### src/rtl/pipelined_ripple_adder.sv
// Pipelined ripple-carry add/subtract.
// The DATA_WIDTH-bit operation is split into STAGES chunks of CW bits. Each
// stage adds one chunk and registers the partial result, and the carry passes
// to the next stage through a register.
// Operand chunks that have not been added yet travel forward alongside the
// partial result (skew). Finished sum chunks also travel forward (deskew), so
// s is fully aligned once it leaves the last stage.
// Valid/ready handshake with full backpressure; in_rd is combinational from
// out_rd through the per-stage ready chain.
// Legal parameters: 1 <= STAGES <= DATA_WIDTH, DATA_WIDTH % STAGES == 0.
module pipelined_ripple_adder #(
  parameter int unsigned DATA_WIDTH = 16,
  parameter int unsigned STAGES     = 4
) (
  input  logic                  clk,
  input  logic                  rst,
  input  logic [DATA_WIDTH-1:0] a,
  input  logic [DATA_WIDTH-1:0] b,
  input  logic                  ci,
  input  logic                  sub,
  input  logic                  in_vld,
  output logic                  in_rd,
  output logic [DATA_WIDTH-1:0] s,
  output logic                  co,
  output logic                  out_vld,
  input  logic                  out_rd
);

  localparam int unsigned CW = DATA_WIDTH / STAGES;

  // Per-stage inputs: element k is what stage k consumes (element 0 comes from the ports).
  logic [DATA_WIDTH-1:0] w_a_in [STAGES];  // partial sum below chunk k, operand A from chunk k up
  logic [DATA_WIDTH-1:0] w_b_in [STAGES];  // effective operand B (already inverted for subtract)
  logic [STAGES-1:0]     w_c_in;           // carry into chunk k
  logic [STAGES-1:0]     w_vld_in;         // upstream valid seen by stage k
  logic [STAGES:0]       w_rd;             // ready into stage k; w_rd[STAGES] is the consumer

  // Operand conditioning: subtract is a + ~b + 1, and ci inverts into a borrow.
  assign w_a_in[0]    = a;
  assign w_b_in[0]    = b ^ {DATA_WIDTH{sub}};
  assign w_c_in[0]    = ci ^ sub;
  assign w_vld_in[0]  = in_vld;
  assign w_rd[STAGES] = out_rd;
  assign in_rd        = w_rd[0];

  for (genvar k = 0; k < STAGES; k++) begin : g_stage
    logic                  r_vld;
    logic                  r_c;
    logic [DATA_WIDTH-1:0] r_d;
    logic [CW-1:0]         w_sum;
    logic                  w_co;
    logic                  w_ld;
    logic [DATA_WIDTH-1:0] w_d_nxt;

    // Stage k can take a beat when it is empty or its own beat moves on this cycle.
    assign w_rd[k] = !r_vld || w_rd[k+1];
    assign w_ld    = w_rd[k] && w_vld_in[k];

    // Ripple adder for chunk k.
    assign {w_co, w_sum} = (CW+1)'(w_a_in[k][k*CW +: CW])
                         + (CW+1)'(w_b_in[k][k*CW +: CW])
                         + (CW+1)'(w_c_in[k]);

    // Replace chunk k of the travelling word with its sum; other bits pass through.
    always_comb begin
      w_d_nxt               = w_a_in[k];
      w_d_nxt[k*CW +: CW]   = w_sum;
    end

    // Stage valid follows upstream whenever the stage is allowed to advance.
    always_ff @(posedge clk or posedge rst) begin
      if (rst) begin
        r_vld <= 1'b0;
      end else if (w_rd[k]) begin
        r_vld <= w_vld_in[k];
      end
    end

    // Data and carry registers only update on a real beat, so held results stay put.
    always_ff @(posedge clk or posedge rst) begin
      if (rst) begin
        r_d <= '0;
        r_c <= 1'b0;
      end else if (w_ld) begin
        r_d <= w_d_nxt;
        r_c <= w_co;
      end
    end

    if (k < STAGES - 1) begin : g_fwd
      logic [DATA_WIDTH-1:0] r_b;

      // Operand B skew register feeding the next chunk.
      always_ff @(posedge clk or posedge rst) begin
        if (rst) begin
          r_b <= '0;
        end else if (w_ld) begin
          r_b <= w_b_in[k];
        end
      end

      assign w_a_in[k+1]   = r_d;
      assign w_b_in[k+1]   = r_b;
      assign w_c_in[k+1]   = r_c;
      assign w_vld_in[k+1] = r_vld;
    end else begin : g_out
      assign s       = r_d;
      assign co      = r_c;
      assign out_vld = r_vld;
    end
  end

endmodule
### config.mk
export PLATFORM = sky130hd
export DESIGN_NAME = pipelined_ripple_adder
export DESIGN_NICKNAME = d
export VERILOG_FILES = /design/src/rtl/pipelined_ripple_adder.sv
export SDC_FILE = /design/constraint.sdc
export NUM_CORES = 1
export LEC_CHECK = 0
export CAP_MARGIN = 5
export CORE_MARGIN = 4
export CORE_UTILIZATION = 38
export DETAILED_ROUTE_END_ITERATION = 16
export MAX_ROUTING_LAYER = met4
export SETUP_SLACK_MARGIN = 0.05
export SYNTH_ARGS = -nofsm -noshare
export SYNTH_HDL_FRONTEND = slang
export SYNTH_SLANG_ARGS = --single-unit
### constraint.sdc
create_clock -name clk -period 6.9 [get_ports clk]
set_input_delay 0.69 -clock clk [delete_from_list [all_inputs] [get_ports clk]]
set_output_delay 0.69 -clock clk [all_outputs]
set_load 0.05 [all_outputs]
==> impl_results.md <==
- Most frequent cells in the layout: 96 x dfrtp_1, 56 x clkdlybuf4s50_1, 55 x mux2_2, 31 x nand2_1, 25 x o21ai_0
- CP dominant cell by count: clkdlybuf4s50_1
- Area Overhead vs Synth: 21.0%
- Starting DRC count in detailed routing: 36
- Critical path class: in -> out
- Most common cell after layout, fill and taps aside: dfrtp_1
- Global route total overflow: 0
- Pwr Total: 2.00 mW
- Fin crit share: 44.6%
- Switch share: 34.8%
- Die Span Y: 113 µm
- Postcts setup bufs: 0
- Wire per inst: 13.2 µm
- Die extent in x: 113 µm
- Unrepaired setup endpoints after global routing: false
- First drt pass iteration count: 4
- CP bufs+invs: 2
- Starting density of the core: 39.0%
- Max-cap violation count: 0
- Detailed Place HPWL: 5070 µm
- Row cnt: 38
- CTS tree: done
- Int Power: 1.30 mW
- Hold buffer count at cts: 0
- CTS-repair resized insts: 0
- Number of CTS-inserted buffers: 9
- CP endpoint kind: output pin
- Clk slew on worst S/H paths: 0.08 ns
- Final setup fails: 0
- Post-synthesis cell type count: 27
- Clock root buffer: clkbuf_8
- Via density: 4.60
- Largest net degree at the start of global routing: 53
- CP startpoint kind: input port
- WP data arrival: 2.39 ns
- Worst skew pair latency: 0.35 ns
- CP cell instances: clkdlybuf4s50_1 -> nand4b_2 -> or2_2 -> clkdlybuf4s50_1
- Crit-path leading delay family: buffers and inverters
- Relative slew slack: 24.7%
- Core region area: 10,800 µm²
- Maximum clock frequency: 325 MHz
- Worst Tran Pin Value: 1.13 ns
- Power Density: 391 nW/µm²
- Synth Cell Area: 4230 µm²
- Max IR drop VDD: 0.176 mV
- Final Max Tran Viols: 0
- Switching power: 695 µW
- IO Pins: 57
- Via total after detailed routing: 2,376
- Critical path's slowest cell: clkdlybuf4s50_1
- First-pass GRT wire length: 11,900 µm
- Seq/Total Area, Yosys: 56.9%
- Clock Path Buffers: 2
- Total clock sinks: 96
- # nets final: 430
- Final GP Congestion: 0.760
- Tmin final: 3.08 ns
- Final Hold Vio Count: 0
- Synthesized area per cell: 13.3 µm²
- FF+latch count, synth: 96
- Die area: 12,900 µm²
- # H-tree levels: 3
- Post-route ant nets: 0
- Largest area contributor in the netlist: dfrtp_1
- Seq pwr share: 43.3%
- # diodes: 0
- Initial antenna violation count: 0
- P_leak: 2.24 nW
- Layout Skew: 0.0113 ns
- Part of the power in combinational logic: 36.9%
- Vias in the first global route: 2,482
- Clk pwr share: 19.8%
- Top post-synthesis cells by area: dfrtp_1 57%, mux2_2 15%, fa_1 3.8%, ha_1 3.6%, o21ai_0 3.0%
- Gr usage total: 11.9%
- Setup_tns: 0 ns
- Worst-path fanout max: 4
- Status: finished, final reports clean
- Syn. warnings: 0
- Ratio of cells with drive above 1 in the final layout: 20.4%
- Hold Crit Class: reg -> reg
- CP required: 6.21 ns
- Syn Nets: 375
- Final WL: 6810 µm
- CP max stage delay: 0.70 ns
- DR DRC count: 0
- Buffers on Ports: 56
- Mapped Cells: 317
- Top-area cell type share of the netlist area: 56.9%
stage by stage:
step | cell area (µm²) | util, % | hold WS, ns | setup slack, ns | std cells
finish | 5110 | 47.2 | 0.482 | 3.82 | 517
global route | 5110 | 47.2 | 0.515 | 3.68 | 517
CTS | 5110 | 47.2 | 0.493 | 3.79 | 517
detailed placement | 4890 | 45.1 | 0.472 | 3.41 | 501
global placement | 4890 | 45.1 | 0.464 | 3.55 | 501
floorplan | 4230 | - | 0.446 | 3.70 | 317
per-layer routing:
metal	vias up	global-route usage, %	wire (µm)
met5	-	-	0
met4	0	3.13	87
met3	7	3.40	240
met2	43	16.2	2960
met1	1144	17.4	3520
li1	1182	-	-
registers in the layout (all words and copies together) (netlist names):
register,cells
g_stage.r_d,48
out_vld,1
g_stage.g_fwd.r_b,24
co,1
g_stage.r_vld,3
g_stage.r_c,3
s,16
synth_stat cells, drive strengths merged:
cell and number:
o21a 1, buf 13, nor2b 2, inv 15, o21ai 27, mux2 65, dfrtp 96, a21oi 8
nand2b 2, a21o 5, xnor2 13, nand4b 1, a21boi 1, o31ai 1, nor3 1, xor2 11
nand2 31, ha 12, nor2 1, or2 1, fa 8, o21bai 1, nor3b 1
tightest hold or removal path, delay by kind of cell, from the launching register on:
kind	cells	cell delay [ns]
DFF	1	0.35
and+or+nand+nor	1	0.04
AOI/OAI and AO/OA	1	0.06
area by class of cell:
type	instances	area, µm²
Multi-Input combinational cell	193	1690
Inverter	15	58.8
Fill cell	978	5730
Tap cell	140	175
Clock inverter	7	95.1
Sequential cell	96	2400
Clock buffer	9	124
Timing Repair Buffer	57	568
cells by family (layout without fill, tap and decap cells):
| family | Yosys count | after routing | synth area share [%] |
|---|---|---|---|
| buffers and inverters | 28 | 88 | 3.17 |
| AO/OA/AOI/OAI | 44 | 44 | 6.10 |
| multiplexers | 65 | 65 | 17.3 |
| flip-flops | 96 | 96 | 56.9 |
| AND/OR/NAND/NOR | 40 | 40 | 4.23 |
| XOR/XNOR | 24 | 24 | 4.97 |
| adder cells (fa/ha/maj) | 20 | 20 | 7.34 |
power groups by stage:
stage                     sequential (mW)  clock [mW]  combinational, mW
final                               0.865       0.395              0.737
after CTS                           0.870       0.408              0.752
after global placement              0.875           0              0.727
after floorplan                      1.02           0              0.375
after detailed placement            0.883           0              0.750
after global routing                0.896       0.434              0.811
path summary, 6_finish.rpt:
path / from / endpoint / slack, ns / cells past startpoint
setup / recovery: out_rd / in_rd / 3.82 / 4
setup reg to reg: g_stage[1].r_vld / g_stage[0].r_d[8] / 4.92 / 3
hold / removal: g_stage[0].g_fwd.r_b[14] / g_stage[0].g_fwd.r_b[14] / 0.48 / 2
hold reg to reg: g_stage[0].g_fwd.r_b[14] / g_stage[0].g_fwd.r_b[14] / 0.48 / 2
max in group asynchronous: rst / s[1] / 5.12 / 3
min in group asynchronous: rst / s[15] / 0.73 / 2
Note: power is estimated with default switching activity, not from simulation.
